File: config.mk
export PLATFORM = sky130hd
export DESIGN_NAME = mem_if_flat
export DESIGN_NICKNAME = d
export VERILOG_FILES = /design/src/rtl/mem_if_pkg.sv /design/src/rtl/mem_if_if.sv /design/src/rtl/mem_align.sv /design/src/rtl/mem_if.sv /design/src/flat_wrapper.sv
export SDC_FILE = /design/constraint.sdc
export NUM_CORES = 1
export LEC_CHECK = 0
export CORE_MARGIN = 2
export CORE_UTILIZATION = 45
export CTS_BUF_LIST = sky130_fd_sc_hd__clkbuf_4 sky130_fd_sc_hd__clkbuf_8 sky130_fd_sc_hd__clkbuf_16
export DETAILED_ROUTE_END_ITERATION = 8
export GPL_TIMING_DRIVEN = 0
export MAX_ROUTING_LAYER = met4
export PLACE_DENSITY = 0.81
export SYNTH_ARGS = -nofsm -noshare
export SYNTH_HDL_FRONTEND = slang
export SYNTH_HIERARCHICAL = 1
export SYNTH_SLANG_ARGS = --single-unit
File: constraint.sdc
create_clock -name clk -period 2.8 [get_ports clk]
set_input_delay 0.7 -clock clk [delete_from_list [all_inputs] [get_ports clk]]
set_output_delay 0.7 -clock clk [all_outputs]
set_load 0.01 [all_outputs]
File: src/rtl/mem_if_pkg.sv
// Shared definitions for the core memory interface: load/store encodings
// and the controller FSM states.
package mem_if_pkg;

  localparam logic [2:0] LB    = 3'd0;
  localparam logic [2:0] LH    = 3'd1;
  localparam logic [2:0] LW    = 3'd2;
  localparam logic [2:0] LBU   = 3'd4;
  localparam logic [2:0] LHU   = 3'd5;
  localparam logic [2:0] LNONE = 3'd7;

  localparam logic [1:0] SB    = 2'd0;
  localparam logic [1:0] SH    = 2'd1;
  localparam logic [1:0] SW    = 2'd2;
  localparam logic [1:0] SNONE = 2'd3;

  typedef enum logic [1:0] {
    IDLE    = 2'd0,
    WR_REQ  = 2'd1,
    RD_REQ  = 2'd2,
    RD_WAIT = 2'd3
  } state_e;

endpackage

File: src/rtl/mem_if_if.sv
// Word-addressed system bus between the memory interface (master) and memory.
// Handshake: a request transfers in a cycle where bus_req=1 and bus_gnt=1; the
// master holds bus_req and all request fields stable until then. A read answers
// with a single bus_rvalid pulse (data on bus_rdata) no earlier than the next cycle.
interface mem_if_if;
  logic        bus_req;
  logic        bus_we;
  logic [29:0] bus_addr;
  logic [31:0] bus_wdata;
  logic [3:0]  bus_wstrb;
  logic        bus_gnt;
  logic        bus_rvalid;
  logic [31:0] bus_rdata;

  modport master (
    output bus_req, bus_we, bus_addr, bus_wdata, bus_wstrb,
    input  bus_gnt, bus_rvalid, bus_rdata
  );

  modport slave (
    input  bus_req, bus_we, bus_addr, bus_wdata, bus_wstrb,
    output bus_gnt, bus_rvalid, bus_rdata
  );
endinterface

File: src/rtl/mem_align.sv
// Combinational lane logic: load byte/halfword extraction with extension, and
// store data replication plus byte strobes. Misaligned offsets are truncated.
module mem_align
  import mem_if_pkg::*;
(
  input  logic [2:0]  ld_op_i,
  input  logic [1:0]  ld_off_i,
  input  logic [31:0] ld_word_i,
  output logic [31:0] ld_data_o,
  input  logic [1:0]  st_op_i,
  input  logic [1:0]  st_off_i,
  input  logic [31:0] st_data_i,
  output logic [31:0] st_data_o,
  output logic [3:0]  st_strb_o
);

  logic [7:0]  byte_sel;
  logic [15:0] half_sel;

  always_comb begin
    byte_sel = ld_word_i[7:0];
    case (ld_off_i)
      2'd0:    byte_sel = ld_word_i[7:0];
      2'd1:    byte_sel = ld_word_i[15:8];
      2'd2:    byte_sel = ld_word_i[23:16];
      default: byte_sel = ld_word_i[31:24];
    endcase
    half_sel = ld_off_i[1] ? ld_word_i[31:16] : ld_word_i[15:0];
  end

  always_comb begin
    ld_data_o = ld_word_i;
    case (ld_op_i)
      LB:      ld_data_o = {{24{byte_sel[7]}}, byte_sel};
      LH:      ld_data_o = {{16{half_sel[15]}}, half_sel};
      LBU:     ld_data_o = {24'h0, byte_sel};
      LHU:     ld_data_o = {16'h0, half_sel};
      LW:      ld_data_o = ld_word_i;
      default: ld_data_o = ld_word_i;
    endcase
  end

  // Data is replicated into every lane so the strobe alone picks the target bytes.
  always_comb begin
    st_data_o = st_data_i;
    st_strb_o = 4'b0000;
    case (st_op_i)
      SB: begin
        st_data_o = {4{st_data_i[7:0]}};
        st_strb_o = 4'b0001 << st_off_i;
      end
      SH: begin
        st_data_o = {2{st_data_i[15:0]}};
        st_strb_o = st_off_i[1] ? 4'b1100 : 4'b0011;
      end
      SW: begin
        st_data_o = st_data_i;
        st_strb_o = 4'b1111;
      end
      default: begin
        st_data_o = st_data_i;
        st_strb_o = 4'b0000;
      end
    endcase
  end

endmodule

File: src/rtl/mem_if.sv
// Core-side load/store unit: posted one-entry write buffer, single outstanding
// read, and a req/gnt + rvalid system bus. FSM state is exported on state_o.
module mem_if
  import mem_if_pkg::*;
(
  input  logic         clk,
  input  logic         reset_n,
  input  logic [31:0]  mem_addr,
  input  logic [2:0]   mem_read_op,
  input  logic [1:0]   mem_write_op,
  input  logic         mem_init,
  input  logic [31:0]  mem_wdata,
  output logic         mem_ready,
  output logic [31:0]  mem_rdata,
  mem_if_if.master     bus,
  output state_e       state_o
);

  state_e      state_q, state_d;
  logic [29:0] wr_addr_q;
  logic [31:0] wr_data_q;
  logic [3:0]  wr_strb_q;
  logic        rd_pend_q, rd_pend_d;
  logic [2:0]  rd_op_q;
  logic [31:0] rd_addr_q;
  logic        ready_q;
  logic [31:0] rdata_q;

  logic        wr_load, rd_load, rd_done;
  logic [31:0] ld_data, st_data;
  logic [3:0]  st_strb;

  logic        req_c, we_c;
  logic [29:0] addr_c;
  logic [31:0] wdata_c;
  logic [3:0]  wstrb_c;

  mem_align u_align (
    .ld_op_i   (rd_op_q),
    .ld_off_i  (rd_addr_q[1:0]),
    .ld_word_i (bus.bus_rdata),
    .ld_data_o (ld_data),
    .st_op_i   (mem_write_op),
    .st_off_i  (mem_addr[1:0]),
    .st_data_i (mem_wdata),
    .st_data_o (st_data),
    .st_strb_o (st_strb)
  );

  always_comb begin
    state_d   = state_q;
    rd_pend_d = rd_pend_q;
    wr_load   = 1'b0;
    rd_load   = 1'b0;
    rd_done   = 1'b0;
    req_c     = 1'b0;
    we_c      = 1'b0;
    addr_c    = rd_addr_q[31:2];
    wdata_c   = wr_data_q;
    wstrb_c   = 4'b0000;
    case (state_q)
      IDLE: begin
        if (mem_write_op != SNONE) begin
          wr_load = 1'b1;
          state_d = WR_REQ;
          if (mem_init) begin
            rd_load   = 1'b1;
            rd_pend_d = 1'b1;
          end
        end else if (mem_init) begin
          rd_load = 1'b1;
          state_d = RD_REQ;
        end
      end
      WR_REQ: begin
        req_c   = 1'b1;
        we_c    = 1'b1;
        addr_c  = wr_addr_q;
        wstrb_c = wr_strb_q;
        if (mem_init) begin
          rd_load   = 1'b1;
          rd_pend_d = 1'b1;
        end
        // A read arriving in the grant cycle itself still follows the write.
        if (bus.bus_gnt) begin
          state_d   = (rd_pend_q || mem_init) ? RD_REQ : IDLE;
          rd_pend_d = 1'b0;
        end
      end
      RD_REQ: begin
        req_c = 1'b1;
        if (bus.bus_gnt) state_d = RD_WAIT;
      end
      RD_WAIT: begin
        if (bus.bus_rvalid) begin
          rd_done = 1'b1;
          state_d = IDLE;
        end
      end
      default: state_d = IDLE;
    endcase
  end

  always_ff @(posedge clk) begin
    if (!reset_n) begin
      state_q   <= IDLE;
      wr_addr_q <= '0;
      wr_data_q <= '0;
      wr_strb_q <= '0;
      rd_pend_q <= 1'b0;
      rd_op_q   <= LNONE;
      rd_addr_q <= '0;
      ready_q   <= 1'b0;
      rdata_q   <= '0;
    end else begin
      state_q   <= state_d;
      rd_pend_q <= rd_pend_d;
      if (wr_load) begin
        wr_addr_q <= mem_addr[31:2];
        wr_data_q <= st_data;
        wr_strb_q <= st_strb;
      end
      if (rd_load) begin
        rd_op_q   <= mem_read_op;
        rd_addr_q <= mem_addr;
        ready_q   <= 1'b0;
      end
      if (rd_done) begin
        ready_q <= 1'b1;
        rdata_q <= ld_data;
      end
    end
  end

  assign bus.bus_req   = req_c;
  assign bus.bus_we    = we_c;
  assign bus.bus_addr  = addr_c;
  assign bus.bus_wdata = wdata_c;
  assign bus.bus_wstrb = wstrb_c;
  assign mem_ready     = ready_q;
  assign mem_rdata     = rdata_q;
  assign state_o       = state_q;

endmodule

File: src/flat_wrapper.sv
// flat-port wrapper written by rule: the top's interface ports become plain ports
module mem_if_flat import mem_if_pkg::*;
  (clk, reset_n, mem_addr, mem_read_op, mem_write_op, mem_init, mem_wdata, mem_ready, mem_rdata, state_o, bus_bus_req, bus_bus_we, bus_bus_addr, bus_bus_wdata, bus_bus_wstrb, bus_bus_gnt, bus_bus_rvalid, bus_bus_rdata);
  mem_if_if bus_i ();
  input  logic clk;
  input  logic reset_n;
  input  logic [31:0] mem_addr;
  input  logic [2:0] mem_read_op;
  input  logic [1:0] mem_write_op;
  input  logic mem_init;
  input  logic [31:0] mem_wdata;
  output logic mem_ready;
  output logic [31:0] mem_rdata;
  output state_e state_o;
  output wire logic [$bits(bus_i.bus_req)-1:0] bus_bus_req;
  output wire logic [$bits(bus_i.bus_we)-1:0] bus_bus_we;
  output wire logic [$bits(bus_i.bus_addr)-1:0] bus_bus_addr;
  output wire logic [$bits(bus_i.bus_wdata)-1:0] bus_bus_wdata;
  output wire logic [$bits(bus_i.bus_wstrb)-1:0] bus_bus_wstrb;
  input wire logic [$bits(bus_i.bus_gnt)-1:0] bus_bus_gnt;
  input wire logic [$bits(bus_i.bus_rvalid)-1:0] bus_bus_rvalid;
  input wire logic [$bits(bus_i.bus_rdata)-1:0] bus_bus_rdata;
  assign bus_bus_req = bus_i.bus_req;
  assign bus_bus_we = bus_i.bus_we;
  assign bus_bus_addr = bus_i.bus_addr;
  assign bus_bus_wdata = bus_i.bus_wdata;
  assign bus_bus_wstrb = bus_i.bus_wstrb;
  assign bus_i.bus_gnt = bus_bus_gnt;
  assign bus_i.bus_rvalid = bus_bus_rvalid;
  assign bus_i.bus_rdata = bus_bus_rdata;
  mem_if u_core (.clk(clk), .reset_n(reset_n), .mem_addr(mem_addr), .mem_read_op(mem_read_op), .mem_write_op(mem_write_op), .mem_init(mem_init), .mem_wdata(mem_wdata), .mem_ready(mem_ready), .mem_rdata(mem_rdata), .bus(bus_i), .state_o(state_o));
endmodule
# Yosys cells after proc, flatten, opt, wreduce, memory -nomap -nowiden
# Index checks and enable logic that the tools add are counted.
# word_totals
word_cells	66
register_bits	137
# classes
shift	1
n_mux	29
reduce_logical	11
n_eq_ne	16
# op_table
operator	count
32-bit one-hot mux with 4 select lines	1
32-bit one-hot mux with 2 select lines	1
30-bit two-way mux	1
8-bit one-hot mux with 3 select lines	1
16-bit two-way mux	1
1-bit two-way mux	13
2-bit two-way mux	6
4-bit one-hot mux with 3 select lines	1
2-bit == test (second input constant)	4
4-bit two-way mux	2
2-bit != test (second input constant)	4
2-bit one-hot mux with 4 select lines	1
2-bit by 1-bit == test with 1-bit output (second input constant)	3
3-bit == test (second input constant)	2
2-bit logical NOT	3
4-bit AND reduction	1
2-bit nonzero test	2
2-bit OR reduction	2
1-bit by 2-bit left shift with 4-bit output (first input constant)	1
3-bit by 1-bit == test with 1-bit output (second input constant)	1
3-bit logical NOT	1
3-bit by 2-bit != test with 1-bit output (second input constant)	1
2-bit by 1-bit != test with 1-bit output (second input constant)	1
1-bit one-hot mux with 2 select lines	1
2 further kinds	2

# Depth between registers and ports, before layout
# depth
ltp_word	5
depth_mapped	8
ltp_nobuf	5

# Hierarchy
# The synthesis kept the hierarchy.
# by_module_without_submodules
module	cells_per_inst	area_per_inst_um2	instances
mem_if	650	5652.9	1
mem_align	181	1298.7	1

# Least setup slack after synthesis
# Ideal clock, no wire load.
# synth_path
path_type	flip-flop to output port
from	reg u_core.state_q[0] (netlist: u_core/state_o[0])
to	out bus_bus_addr[0]
path_slack_ns	0.586
t_arrival_ns	1.514
t_required_ns	2.100
path_stages_with_launch	5
path_cell_list	dfxtp_1 -> ha_1 -> clkbuf_1 -> buf_2 -> mux2_2
# synth_between
elab_chain_cells	2
# synth_rtl
item	line	rtl
start, declared	mem_if.sv:19	state_e state_q, state_d;
start signal, assigned	mem_if.sv:116	state_q <= state_d;
2-bit by 1-bit == test with 1-bit output	mem_if.sv:61	case (state_q)
30-bit two-way mux	mem_if.sv:61	
end, declared	flat_wrapper.sv:17	output wire logic [$bits(bus_i.bus_addr)-1:0] bus_bus_addr;
# Every way passes these cells.

# Worst setup path in the final report
# layout_path
from	reg u_core.state_q[1] (netlist: u_core/state_o[1])
to	out bus_bus_addr[15]
# The elaborated chain is that of the path after synthesis.

==> impl_results.md <==
* CP Launch Type: flip-flop
* CTS root buffer: clkbuf_16
* Skew-Pair Late Insertion Delay at 0.42 ns
* Die area at around 16,000 um2
* Class of the worst hold path: flip-flop to flip-flop
* Worst Path Required at roughly 2.1 ns
* DR vias at 6,679
* Nets at 1,168
* Grt total ovfl at 0
* Max_slew headroom at 66.6%
* Vias in the first global route at 6,355
* Slew @ Worst Pin at 0.501 ns
* Status: finished clean
* IO buf count at roughly 210
* Share of post-route cells with drive strength above 1 at 13.8%
* CTS tree: built
* Row count at between 40 and 50
* Yosys cell types at 50
* Reg clk slew, reported paths at 0.06 ns
* Area fraction of the dominant cell type after synthesis at 39.5%
* Final Cycle Share at a little over nine tenths
* Core Box Area at about 15,000 um2
* Synth Net Count at 942
* Critical Path AT at approximately 2.0 ns
* Final min period at around 2.7 ns
* Pleak at 0.00417 uW
* Dpl hpwl at 15,300 um
* Final hold vios at 0
* Cell taking the most area after synthesis: dfxtp_1
* Routability congestion estimate at 0.907
* Highest Clock Rate at 0.365 GHz
* RSZ-0062 raised after global routing: no
* Num CTS Buffers at 17
* H-tree depth at 4
* Final instance area at ~10000 um2
* Synthesized area per cell at 8.37 um2
* P&R area growth vs syn at 43.3%
* Die W at roughly 130 um
* Ant. Diodes at 0
* Seq/Total Area, Yosys at 39.5%
* Detail Route Antenna Nets at 0
* Number of synthesized flops with an enable pin at 0
* Final Core Density at 65.8%
* Starting Density at 45.9%
* Largest net degree at the start of global routing at 17
* First-pass GRT wire length at 32,200 um
* CTS Hold Bufs at 0
* Top cells by area, synth: dfxtp_1 (39%), nand2_1 (16%), a21boi_0 (8.0%)
* Die Span Y at 128 um
* Place WS at -0.0522 ns
* Yosys reg bits at 137
* Max-slew violation count at 0
* Pwr/cell area at 725 nW/um2
* Most instantiated cells after synthesis: nand2_1 (302), dfxtp_1 (137), a21boi_0 (74), a21boi_1 (56), mux2_2 (47)
* Worst vdd ir at around 420 uV
* Warnings from Yosys at 6
* Dpl cell area at 9260 um2
* Crit. End Element: output pin
* WHS at roughly 0.45 ns
* Drt first pass iters at 5
* WL per Instance at ~17 um
* IO Pins at roughly 210
* Initial antenna violation count at 0
* Clk buf depth at 2
* Synthesized cell area at 6950 um2
* Total GRT Usage at 25.9%
* Top FF cell, synth: dfxtp_1
* # setup viols final at 0
* Async SR Flop Fraction at 0%
* Maxcap violations at 0
* Clock Skews at 0.00499 ns
* Drt drc at 0
* Worst Setup Slack, final at 0.0633 ns
* Vias/cell at between 5 and 6
* Max FO, Critical Path at 10
* Initial drt markers at 610
* Filler instances at 1,268
* Critical path type: flip-flop to output pin
* Most common cell in the netlist: nand2_1
* Post-Route WL at 20,900 um
* Synth Instances at between 800 and 900
* Sink Count at 137
==> area by class of cell <==
class / instances / area, um2 / share of cell area [%]
inverters: 4 / 15.0 / 0.151
clock buffers: 22 / 488 / 4.90
plain buffers: 73 / 464 / 4.66
flip-flops and latches: 137 / 2750 / 27.6
clock inverters: 9 / 136 / 1.37
multi-input cells: 616 / 3760 / 37.8
well taps: 188 / 235 / 2.36
repair buffers: 208 / 2110 / 21.2
==> critical path, cell delays in order (launching register included) <==
cell             delay [ns]
dfxtp_2                0.35
inv_2                  0.09
ha_4                   0.18
buf_6                  0.17
mux2_2                 0.35
clkdlybuf4s50_1        0.48
==> path summary, 6_finish.rpt <==
check	startpoint	cells past startpoint	slack (ns)	to
max	u_core/state_o[1]$_SDFFE_PN0P_	5	0.06	bus_bus_addr[15]
min	u_core/bus.bus_wdata[22]$_SDFFE_PN0P_	2	0.45	u_core/bus.bus_wdata[22]$_SDFFE_PN0P_
max reg2reg	u_core/state_o[0]$_SDFFE_PN0P_	7	1.04	u_core/rd_addr_q[16]$_SDFFE_PN0P_
min reg2reg	u_core/bus.bus_wdata[22]$_SDFFE_PN0P_	2	0.45	u_core/bus.bus_wdata[22]$_SDFFE_PN0P_
==> per-layer routing <==
metal	vias to the layer above	GRT usage (%)	routed length, um
met3	38	5.76	1370
met5	-	-	0
met1	3125	32.0	9030
li1	3259	-	-
met2	257	40.9	9940
met4	0	10.9	556
==> flip-flops by register name, indices dropped and copies added (netlist names) <==
name,count
u_core/mem_rdata,32
u_core/rd_pend_q,1
u_core/wr_addr_q,30
u_core/wr_strb_q,4
u_core/state_o,2
u_core/rd_op_q,3
u_core/rd_addr_q,32
u_core/bus.bus_wdata,32
u_core/mem_ready,1
==> through the flow <==
stage,instances,total power [uW],setup TNS (ns)
final,1257,7220,0
after global routing,1257,7580,0
after CTS,1256,7260,-0.0276
after detailed placement,1226,4840,-0.0874
after global placement,1226,4810,-0.0729
after floorplan,831,3830,0
==> what timing repair did <==
item	CTS	global route
gates resized for setup	13	19
setup buffers	0	1
pin swaps	0	0
endpoints found under the setup margin	30	28
==> where the power goes <==
group          internal (uW)  leakage, uW  switching (uW)  total [uW]
registers               2230      0.00112             173        2400
logic                   1210      0.00275            1240        2450
clock network           1510     0.000303             861        2370
total                   4950      0.00417            2280        7220
==> layout by cell type (no fill, tap or decap), types with 16 or more instances in the layout <==
cell type / count
dfxtp_1: 135
nand3_1: 21
buf_2: 23
clkbuf_16: 17
nand2_1: 302
mux2_2: 47
a22oi_1: 17
a21boi_0: 74
buf_4: 16
clkdlybuf4s50_1: 189
clkbuf_1: 18
a21boi_1: 56
==> cells by family (layout without fill, tap and decap cells) <==
family                   count (synthesis)  after routing  share of synthesized area [%]
AO/OA/AOI/OAI                          185            185                           20.3
flip-flops                             137            137                           39.5
buffers and inverters                   78            316                           6.57
multiplexers                            67             67                           10.8
AND/OR/NAND/NOR                        359            359                           22.0
adder cells (fa/ha/maj)                  5              5                          0.900
Note: power is estimated with default switching activity, not from simulation.
